===== src/rtl/cpu_ctrl_pkg.sv =====
// Shared definitions for the CPU pipeline control blocks: FSM states, pipeline
// register indices and the control bundle driven to the datapath.
package cpu_ctrl_pkg;

   localparam int CNT_W = 4;

   // Inter-stage pipeline register indices
   localparam int STG_FEDE  = 0;
   localparam int STG_DEEX  = 1;
   localparam int STG_EXMEM = 2;
   localparam int STG_MEMWB = 3;
   localparam int NUM_STG   = 4;

   typedef enum logic [1:0] {
      ST_RUN,
      ST_MULDIV,
      ST_DRAIN,
      ST_JUMP
   } state_e;

   typedef struct packed {
      logic               hold_pc;
      logic [NUM_STG-1:0] hold;
      logic [NUM_STG-1:0] clear;
      logic               int_jump;
   } ctrl_t;

endpackage


===== src/rtl/cycle_counter.sv =====
// Loadable down counter that saturates at zero; shared by the MULDIV and DRAIN
// sequences of pipeline_ctrl.
module cycle_counter
   import cpu_ctrl_pkg::*;
(
   input  logic             clk,
   input  logic             reset,
   input  logic             load,
   input  logic [CNT_W-1:0] load_val,
   input  logic             dec,
   output logic [CNT_W-1:0] count,
   output logic             zero
);

   logic [CNT_W-1:0] cnt_q, cnt_d;

   always_comb begin
      cnt_d = cnt_q;
      if (load) begin
         cnt_d = load_val;
      end else if (dec && (cnt_q != '0)) begin
         cnt_d = cnt_q - 1'b1;
      end
   end

   // NOTE: state updates use non-blocking assignments so every flop samples pre-edge values.
   always_ff @(posedge clk) begin
      if (reset) begin
         cnt_q <= '0;
      end else begin
         cnt_q <= cnt_d;
      end
   end

   assign count = cnt_q;
   assign zero  = (cnt_q == '0);

endmodule


===== src/rtl/pipeline_ctrl.sv =====
// Hazard and stall sequencer for the 5-stage pipeline: turns memory waits,
// multi-cycle ops, branches, load-use hazards and interrupt entry into holds/clears.
module pipeline_ctrl
   import cpu_ctrl_pkg::*;
#(
   parameter int MULDIV_CYCLES = 4,
   parameter int DRAIN_CYCLES  = 3
) (
   input  logic clk,
   input  logic reset,
   input  logic mem_busy,
   input  logic ex_multicycle,
   input  logic branch_taken,
   input  logic load_use,
   input  logic irq,
   input  logic reti,
   output logic hold_pc,
   output logic hold_fede,
   output logic hold_deex,
   output logic hold_exmem,
   output logic hold_memwb,
   output logic clear_fede,
   output logic clear_deex,
   output logic clear_exmem,
   output logic clear_memwb,
   output logic int_jump,
   output logic irq_ack,
   output logic int_active
);

   localparam logic [CNT_W-1:0] MULDIV_LOAD = CNT_W'(MULDIV_CYCLES - 1);
   localparam logic [CNT_W-1:0] DRAIN_LOAD  = CNT_W'(DRAIN_CYCLES);
   localparam logic [CNT_W-1:0] CNT_ONE     = CNT_W'(1);

   state_e           state_q, state_d;
   logic             int_active_q, int_active_d;
   ctrl_t            ctrl;
   logic             cnt_load;
   logic [CNT_W-1:0] cnt_load_val;
   logic             cnt_dec;
   logic [CNT_W-1:0] cnt_val;
   logic             cnt_zero;

   cycle_counter u_cycle_counter (
      .clk      (clk),
      .reset    (reset),
      .load     (cnt_load),
      .load_val (cnt_load_val),
      .dec      (cnt_dec),
      .count    (cnt_val),
      .zero     (cnt_zero)
   );

   // NOTE: every signal driven here gets a default first, so no path can infer a latch.
   always_comb begin
      ctrl         = '0;
      state_d      = state_q;
      int_active_d = reti ? 1'b0 : int_active_q;
      cnt_load     = 1'b0;
      cnt_load_val = '0;
      cnt_dec      = 1'b0;

      if (reset) begin
         ctrl.hold_pc = 1'b1;
         ctrl.clear   = '1;
         state_d      = ST_RUN;
         int_active_d = 1'b0;
      end else if (mem_busy) begin
         // EX is frozen: counters and state wait, MEM/WB gets a bubble
         ctrl.hold_pc              = 1'b1;
         ctrl.hold[STG_FEDE]       = 1'b1;
         ctrl.hold[STG_DEEX]       = 1'b1;
         ctrl.hold[STG_EXMEM]      = 1'b1;
         ctrl.clear[STG_MEMWB]     = 1'b1;
      end else begin
         case (state_q)
            ST_RUN: begin
               if (ex_multicycle) begin
                  ctrl.hold_pc          = 1'b1;
                  ctrl.hold[STG_FEDE]   = 1'b1;
                  ctrl.hold[STG_DEEX]   = 1'b1;
                  ctrl.clear[STG_EXMEM] = 1'b1;
                  cnt_load              = 1'b1;
                  cnt_load_val          = MULDIV_LOAD;
                  state_d               = ST_MULDIV;
               end else if (branch_taken) begin
                  ctrl.clear[STG_FEDE]  = 1'b1;
                  ctrl.clear[STG_DEEX]  = 1'b1;
               end else if (load_use) begin
                  ctrl.hold_pc          = 1'b1;
                  ctrl.hold[STG_FEDE]   = 1'b1;
                  ctrl.clear[STG_DEEX]  = 1'b1;
               end else if (irq && !int_active_q) begin
                  cnt_load              = 1'b1;
                  cnt_load_val          = DRAIN_LOAD;
                  state_d               = ST_DRAIN;
               end
            end
            ST_MULDIV: begin
               // The zero-count cycle releases EX; ex_multicycle is still high for
               // the same op here, so it must not restart the sequence.
               if (cnt_zero) begin
                  state_d = ST_RUN;
               end else begin
                  ctrl.hold_pc          = 1'b1;
                  ctrl.hold[STG_FEDE]   = 1'b1;
                  ctrl.hold[STG_DEEX]   = 1'b1;
                  ctrl.clear[STG_EXMEM] = 1'b1;
                  cnt_dec               = 1'b1;
               end
            end
            ST_DRAIN: begin
               ctrl.hold_pc         = 1'b1;
               ctrl.clear[STG_FEDE] = 1'b1;
               cnt_dec              = 1'b1;
               if (cnt_val <= CNT_ONE) begin
                  state_d = ST_JUMP;
               end
            end
            ST_JUMP: begin
               ctrl.int_jump        = 1'b1;
               ctrl.clear[STG_FEDE] = 1'b1;
               int_active_d         = 1'b1;
               state_d              = ST_RUN;
            end
            default: begin
               state_d = ST_RUN;
            end
         endcase
      end
   end

   always_ff @(posedge clk) begin
      if (reset) begin
         state_q      <= ST_RUN;
         int_active_q <= 1'b0;
      end else begin
         state_q      <= state_d;
         int_active_q <= int_active_d;
      end
   end

   assign hold_pc     = ctrl.hold_pc;
   assign hold_fede   = ctrl.hold[STG_FEDE];
   assign hold_deex   = ctrl.hold[STG_DEEX];
   assign hold_exmem  = ctrl.hold[STG_EXMEM];
   assign hold_memwb  = ctrl.hold[STG_MEMWB];
   assign clear_fede  = ctrl.clear[STG_FEDE];
   assign clear_deex  = ctrl.clear[STG_DEEX];
   assign clear_exmem = ctrl.clear[STG_EXMEM];
   assign clear_memwb = ctrl.clear[STG_MEMWB];
   assign int_jump    = ctrl.int_jump;
   assign irq_ack     = ctrl.int_jump;
   assign int_active  = int_active_q;

endmodule


===== config.mk =====
export PLATFORM = sky130hd
export DESIGN_NAME = pipeline_ctrl
export DESIGN_NICKNAME = d
export VERILOG_FILES = /design/src/rtl/cpu_ctrl_pkg.sv /design/src/rtl/cycle_counter.sv /design/src/rtl/pipeline_ctrl.sv
export SDC_FILE = /design/constraint.sdc
export NUM_CORES = 1
export LEC_CHECK = 0
export CORE_MARGIN = 2
export CORE_UTILIZATION = 28
export DETAILED_ROUTE_END_ITERATION = 16
export SLEW_MARGIN = 20
export SYNTH_ARGS = -nofsm -noshare
export SYNTH_HDL_FRONTEND = slang
export SYNTH_SLANG_ARGS = --single-unit

===== constraint.sdc =====
create_clock -name clk -period 2.5 [get_ports clk]
set_clock_uncertainty 0.05 [all_clocks]
set_input_delay 0.5 -clock clk [delete_from_list [all_inputs] [get_ports clk]]
set_output_delay 0.5 -clock clk [all_outputs]
set_load 0.005 [all_outputs]

# Yosys cells after proc, flatten, opt, wreduce, memory -nomap -nowiden
# Cells that the tools add are included.
# word_totals
memories	0
regBits	7
word_cells	74
out_inout_bits	12
mem_bits_rw	0
latch_bits	0
mem_bits_ro	0
in_bits	8
# op_classes
n_lt_le_gt_ge	1
reduce_logical	9
div_mod_pow	0
eq_ne	8
shift	0
addsub	1
multipliers	0
bitwise_logic	1
muxes	51
# ops
operator	n
2-to-1 mux 2 bit	15
2-to-1 mux 1 bit	25
2-to-1 mux 4 bit	4
!= test 3 bit (second input constant)	3
case mux 2 bit (4 select lines)	1
case mux 1 bit (2 select lines)	3
AND reduction 6 bit	1
equality test 2 bit (second input constant)	2
<= comparator 4 x 1 -> 1 bit (second input constant)	1
logical NOT 4 bit	1
!= test 2 bit (second input constant)	2
case mux 2 bit (2 select lines)	1
nonzero test 4 bit	1
subtractor 4 x 1 -> 4 bit (second input constant)	1
2-to-1 mux 3 bit	1
case mux 1 bit (3 select lines)	1
equality test 2 x 1 -> 1 bit (second input constant)	1
logical AND 1 bit	2
logical NOT 2 bit	1
nonzero test 2 bit	1
OR reduction 2 bit	1
logical NOT 1 bit	1
NOT 1 bit	1

# Longest topological paths before layout
# Gate-level depths: netlist of run 1.
# logic_depth
depth_word	10
depth_mapped	6
ltp_nobuf	6

# Hierarchy
# Synthesis of run 1 repeated with hierarchy kept, for this count alone.
# unflattened
hier_cells	84
hier_area_um2	676.9
# by_module_without_submodules
module	seq_area_each_um2	area_each_um2	instances	cells_per_inst
pipeline_ctrl	60.1	414.1	1	55
cycle_counter	80.1	262.8	1	29

# Worst setup path after synthesis of run 1
# No wires, ideal clock.
# synth_timing
kind	input to register
startpoint	in mem_busy
endpoint	reg u_cycle_counter.cnt_q[3], in the netlist u_cycle_counter.count[3]
setup_time_ns	0.086
stages	5
setup_slack_ns	0.646
arrival_ns	1.719
t_required_ns	2.364
path_buffers	1
path_cell_list	or2_1 -> buf_6 -> or2_0 -> or4_1 -> a211oi_1
# synth_via
elab_chain_cells	4
word_cells_on_any_way	7
classes_between	mux (5); reduce/logical (2)
# synth_rtl
element	line	text
start: declaration	pipeline_ctrl.sv:11	input logic mem_busy,
2-to-1 mux 1 bit	pipeline_ctrl.sv:68	end else if (mem_busy) begin
2-to-1 mux 1 bit	pipeline_ctrl.sv:63	if (reset) begin
logical AND 1 bit	cycle_counter.sv:21	end else if (dec && (cnt_q != '0)) begin
nonzero test 2 bit (no source line)	n/a	
end signal: assignment	cycle_counter.sv:31	cnt_q <= cnt_d;
end: declaration	cycle_counter.sv:15	logic [CNT_W-1:0] cnt_q, cnt_d;
# Several ways; a longest one is shown, not always the timed one.
# A chain may end at the register's enable or synchronous reset.

# Worst setup path in the final report of run 1
# layout_timing
startpoint	in reset
endpoint	out int_jump
# layout_via
elab_chain_cells	1
# layout_rtl
element	line	text
start: declaration	pipeline_ctrl.sv:10	input logic reset,
2-to-1 mux 1 bit	pipeline_ctrl.sv:63	
end: declaration	pipeline_ctrl.sv:26	output logic int_jump,
# Every way passes these cells.

==> flow_summary.yaml, run 1 <==
finish:
  num-nets-final: 117
  drive_above_1_share_pct: 21.8
  syn_to_final_growth_pct: 52.6
  utilization_pct: 45.6
  n_antenna_cell: 0
  final_cells: 128
worst_setup_path:
  reg2reg_from: "state_q[0]$_SDFFE_PP0P_"
  cp.arrival_ns: 1.87
  crit_required_ns: 1.95
  crit_path_end_kind: "output port"
  startpoint: "reset"
  critPathKind: "input port to output port"
  worstPathMaxFanout: 4
  startpoint_type: "input port"
synthesis:
  post_synth.cell_area_avg_um2: 8.00
  synth_fp_nets: 89
  yosys.area.top_type: "dfxtp_1"
  synthDistinctLibCells: 28
  ys_ff_latch: 7
  yosys_warnings: 0
  netlist_top_cells_area: "dfxtp_1, ha_1, a21oi_1"
  ys_seq_area_share_pct: 23.7
  synthCells: 74
  syn_area_um2: 592
  synth.top_cell.area_share_pct: 23.7
timing:
  slew_viol_final: 0
  fin_crit_sh_pct: 96.9
  setup_viol: 0
  setup_slack_ns: 0.0769
  fin_crit_ns: 2.42
  max_freq_mhz: 413
  rsz0062_at_grt: "no"
  finalHoldViolCount: 0
clock_network:
  hold_buffers: 0
  path_clk_slew_ns: 0.05
  clock-root-buffer: "clkbuf_4"
  cts_buffer_depth: 2
  cts_sinks: 7
  ctsHtreeMaxLevel: 1
  clkLatencyLatePin_ns: 0.24
  cts_tree: "built"
  cts_buffers: 3
global_route:
  antenna_found_initial: 0
  grt_usage_pct: 12.7
  grt_max_degree: 9
  overflow: 0
  grt_pass1_wl_um: 2390
  grt_pass1_vias: 572
drt:
  vias: 619
  ant_nets: 0
  drc: 0
  wirelength_um: 1460
  firstDrtPassIters: 4
  wire_per_inst_um: 11.4
  viasPerCell: 4.84
  first_iter_violations: 14
min_path:
  hp-class: "register to register"
  worstHoldStart: "int_active$_SDFF_PP0_"
pwr:
  powerDensity_nw_per_um2: 405
  ir_drop_mv: 0.257
  power.leakage_nw: 0.406
floorplanning:
  die_x_um: 50.0
  io_pins: 20
  start_util_pct: 29.9
  fp.dieH_um: 50.0
  die_area_um2: 2500
  num_rows: 16
  core_area_um2: 1980
placement:
  port_buffers: 18
  dp.cells: 123
  place_congestion: 0.836
  dp_hpwl_um: 1150
  pre_cts_slack_ns: -0.0347
flow_run:
  maxCapViolations: 0
status:
  status: "finished clean"
layout make-up:
type | count | area (µm²)
Clock buffer | 4 | 26.3
Fill cell | 191 | 1080
Inverter | 8 | 30.0
Multi-Input combinational cell | 55 | 422
Sequential cell | 7 | 141
Tap cell | 27 | 33.8
Timing Repair Buffer | 27 | 250
cells in the mapped netlist, drive strengths merged:
master,count
conb,1
o21ai,5
nor2b,1
a221oi,2
and3,1
or2,2
a211oi,2
mux2,2
inv,8
nor3,4
o31ai,1
a21o,1
a21oi,7
ha,7
nor4b,2
clkbuf,1
dfxtp,7
o211ai,1
xnor2,2
nor3b,1
mux2i,1
buf,3
or4,2
o31a,1
nor2,8
or3,1
sequential cells by signal (all words and copies together) (netlist names):
name / flops
int_active: 1
state_q: 2
u_cycle_counter.count: 4
repair_timing:
item,4_1_cts,5_1_grt
setup endpoints to repair,6,4
gates cloned,0,0
setup buffers,0,1
pin swaps,0,1
resized for setup,11,5
cell families after synthesis:
group	after synthesis	share of synthesized area, %
DFF	7	23.7
and+or+nand+nor	22	21.4
AOI/OAI and AO/OA	20	20.9
muxes	3	5.50
buffers and inverters	12	10.1
other	1	0.634
xor gates and xnor gates	2	2.96
adders and majority gates	7	14.8
worst max-delay path: stages:
cell,delay (ns)
clkdlybuf4s50_1,0.52
inv_1,0.07
and3_1,0.20
buf_4,0.14
clkdlybuf4s50_1,0.43
placed cells by master (no fill, tap or decap), types with 2 or more instances in the layout:
master / Yosys / routed
a211oi_1: 2 / 2
a21oi_1: 7 / 7
buf_4: 2 / 9
clkbuf_4: 0 / 3
clkdlybuf4s50_1: 0 / 11
dfxtp_1: 7 / 6
dlygate4sd2_1: 0 / 4
dlymetal6s2s_1: 0 / 3
ha_1: 7 / 6
inv_1: 8 / 6
inv_2: 0 / 2
mux2_2: 2 / 2
nor2_1: 8 / 7
nor3_1: 4 / 4
nor4b_1: 2 / 2
o21ai_0: 5 / 5
or4_1: 2 / 2
xnor2_1: 2 / 2
metrics by stage:
stage | TNS (ns) | hold WS [ns] | cell area [µm²] | total power [mW]
2_1_floorplan | 0 | 0.424 | 592 | 0.202
3_3_place_gp | -0.0509 | 0.426 | 836 | 0.257
3_5_place_dp | -0.0688 | 0.443 | 836 | 0.258
4_1_cts | 0 | 0.456 | 888 | 0.369
5_1_grt | 0 | 0.478 | 903 | 0.398
6_report | 0 | 0.443 | 903 | 0.366
layer usage:
metal	wire, µm	up-vias	track usage, %
met5	0	-	0
met4	38	0	11.1
met3	39	4	0.909
met2	706	17	19.3
met1	674	279	16.0
li1	-	319	-
final timing paths:
check | endpoint | slack [ns] | cells after the start
worst max-delay path | int_jump | 0.08 | 5
worst min-delay path | int_active$_SDFF_PP0_ | 0.44 | 1
worst max register to register | u_cycle_counter.count[3]$_SDFFE_PP0P_ | 0.51 | 6
worst min register to register | int_active$_SDFF_PP0_ | 0.44 | 1
power by group:
group	internal, mW	switching (mW)
combinational	0.0763	0.0668
sequential	0.119	0.00608
clock	0.0606	0.0370
Note: power is estimated with default switching activity, not from simulation.
==> run 2, diff against run 1 <==
CORE_UTILIZATION = 43   (was 28)
PLACE_DENSITY = 0.76   (was unset)
==> flow_summary.yaml, run 2 (synthesis gave the netlist of run 1 again) <==
status:
  status: "finished clean"
pwr:
  internal-power_uw: 266
  powerDensity_nw_per_um2: 409
  power_frac_clock_pct: 24.4
  combPwrFrac_pct: 42.5
  p_sw_uw: 114
  ir_drop_mv: 0.304
  swShare_pct: 30.0
  p_seq_share_pct: 33.1
  power.leakage_nw: 0.423
clock_network:
  path_clk_slew_ns: 0.05
  clkLatencyLatePin_ns: 0.24
  cts_buffers: 3
  clock-root-buffer: "clkbuf_4"
  ctsHtreeMaxLevel: 1
  cts_buffer_depth: 2
  cts_tree: "built"
  cts_sinks: 7
  hold_buffers: 0
worst_setup_path:
  crit_path_end_kind: "output port"
  r2r-end: "u_cycle_counter.count[3]$_SDFFE_PP0P_"
  reg2reg_from: "state_q[0]$_SDFFE_PP0P_"
  critPathKind: "input port to output port"
  r2r_slack_ns: 0.41
  crit_family: "buffers and inverters"
  crit_path_max_incr_delay_ns: 0.49
  r2r.worst_path.cells: 6
  worstPathCellList: "clkdlybuf4s50_1 -> inv_1 -> and3_1 -> buf_4 -> clkdlybuf4s50_1"
  crit_top_cell: "clkdlybuf4s50_1"
  worstPathMaxFanout: 4
  slowest_stage: "clkdlybuf4s50_1"
  cp.arrival_ns: 1.89
  startpoint_type: "input port"
  crit_required_ns: 1.95
  critPathBufInv: 4
min_path:
  min_path_cells: 1
  hold-path-endpoint: "int_active$_SDFF_PP0_"
  hp-class: "register to register"
  worstHoldStart: "int_active$_SDFF_PP0_"
placement:
  dp_hpwl_um: 1150
  port_buffers: 18
  dp.cells: 114
  place_congestion: 0.798
flow_run:
  maxCapViolations: 0
floorplanning:
  fp.dieH_um: 41.1
  num_rows: 13
  die_x_um: 41.1
  core_area_um2: 1300
  io_pins: 20
  start_util_pct: 45.5
  die_area_um2: 1690
timing:
  fin_crit_ns: 2.44
  setup_viol: 0
  worst_pin_slew_ns: 0.519
  finalHoldViolCount: 0
  slew_headroom_pct: 64.9
  rsz0062_at_grt: "yes"
  fin_crit_sh_pct: 97.6
  max_freq_mhz: 410
  slew_viol_final: 0
global_route:
  grt_pass1_wl_um: 2230
  grt_pass1_vias: 539
  grt_usage_pct: 19.6
  overflow: 0
  grt_max_degree: 8
  antenna_found_initial: 0
finish:
  final_cells: 119
  syn_to_final_growth_pct: 56.7
  utilization_pct: 71.3
  largest_register_ffs: 4
  drive_above_1_share_pct: 24.0
  num-nets-final: 120
  final_cell_mix: "buf_4, clkdlybuf4s50_1, a21oi_1, nor2_1"
  layout_commonest_cell: "buf_4"
  fillers: 106
  n_antenna_cell: 0
drt:
  viasPerCell: 5.28
  ant_nets: 0
  wirelength_um: 1520
  first_iter_violations: 19
  vias: 628
  drc: 0
  wire_per_inst_um: 12.8
  firstDrtPassIters: 4
-- run 2: cell count changes in the layout (fill, tap and decap cells not counted) --
cell,previous run,this run
buf_4,9,12
a221oi_2,1,0
a221oi_4,0,1
nor2b_2,1,0
nor2b_4,0,1
-- run 2: power groups by stage --
stage	logic, mW	registers (mW)	clock network (mW)
after global placement	0.133	0.126	0
after floorplan	0.0769	0.126	0
after global routing	0.177	0.126	0.105
final	0.161	0.126	0.0926
after CTS	0.145	0.125	0.0972
after detailed placement	0.136	0.127	0
-- run 2: worst max path at each step --
| stage | start | end | slack (ns) | cells past startpoint |
|---|---|---|---|---|
| 2_1_floorplan | mem_busy | u_cycle_counter.count[3]$_SDFFE_PP0P_ | 0.65 | 5 |
| 3_3_place_gp | ex_multicycle | clear_fede | -0.009 | 5 |
| 3_5_place_dp | ex_multicycle | clear_fede | -0.04 | 5 |
| 4_1_cts | mem_busy | hold_pc | 0.003 | 5 |
| 5_1_grt | state_q[0]$_SDFFE_PP0P_ | clear_deex | -0.02 | 7 |
| 6_report | reset | int_jump | 0.06 | 5 |
-- run 2: layout make-up --
class	count	area (µm²)	share of cell area, %
inverter	8	30.0	3.24
timing repair buffer	30	273	29.4
tap	15	18.8	2.02
multi-input combinational	55	438	47.2
sequential	7	141	15.2
clock buffer	4	26.3	2.83
-- run 2: stage by stage --
| stage | setup WS [ns] | area [µm²] | total power [mW] | hold slack (ns) | TNS, ns |
|---|---|---|---|---|---|
| 6_report | 0.0602 | 927 | 0.380 | 0.443 | 0 |
| 3_5_place_dp | -0.0409 | 843 | 0.263 | 0.433 | -0.0851 |
| 5_1_grt | -0.0227 | 927 | 0.407 | 0.465 | -0.0227 |
| 2_1_floorplan | 0.646 | 592 | 0.202 | 0.424 | 0 |
| 4_1_cts | 0.00289 | 896 | 0.368 | 0.446 | 0 |
| 3_3_place_gp | -0.00890 | 843 | 0.259 | 0.420 | -0.00890 |
-- run 2: layer usage --
metal	vias to the layer above	global-route usage (%)	part of all wire, %
met5	-	0	0
met4	0	6.45	0
met3	0	0	3.1
met2	15	30.9	48
met1	292	28.8	49
li1	321	-	-
-- run 2: what timing repair did --
item                       in CTS  in global routing
gates resized for setup        11                  7
setup endpoints to repair       6                  6
setup buffers                   0                  1
pin swaps                       1                  0
cloned                          0                  0
==> run 3, diff against run 2 <==
ABC_CLOCK_PERIOD_IN_PS = 2500   (was unset)
CAP_MARGIN = 15   (was unset)
==> results of run 3 <==
The final DEF is identical to that of run 2; final timing and power are the same.
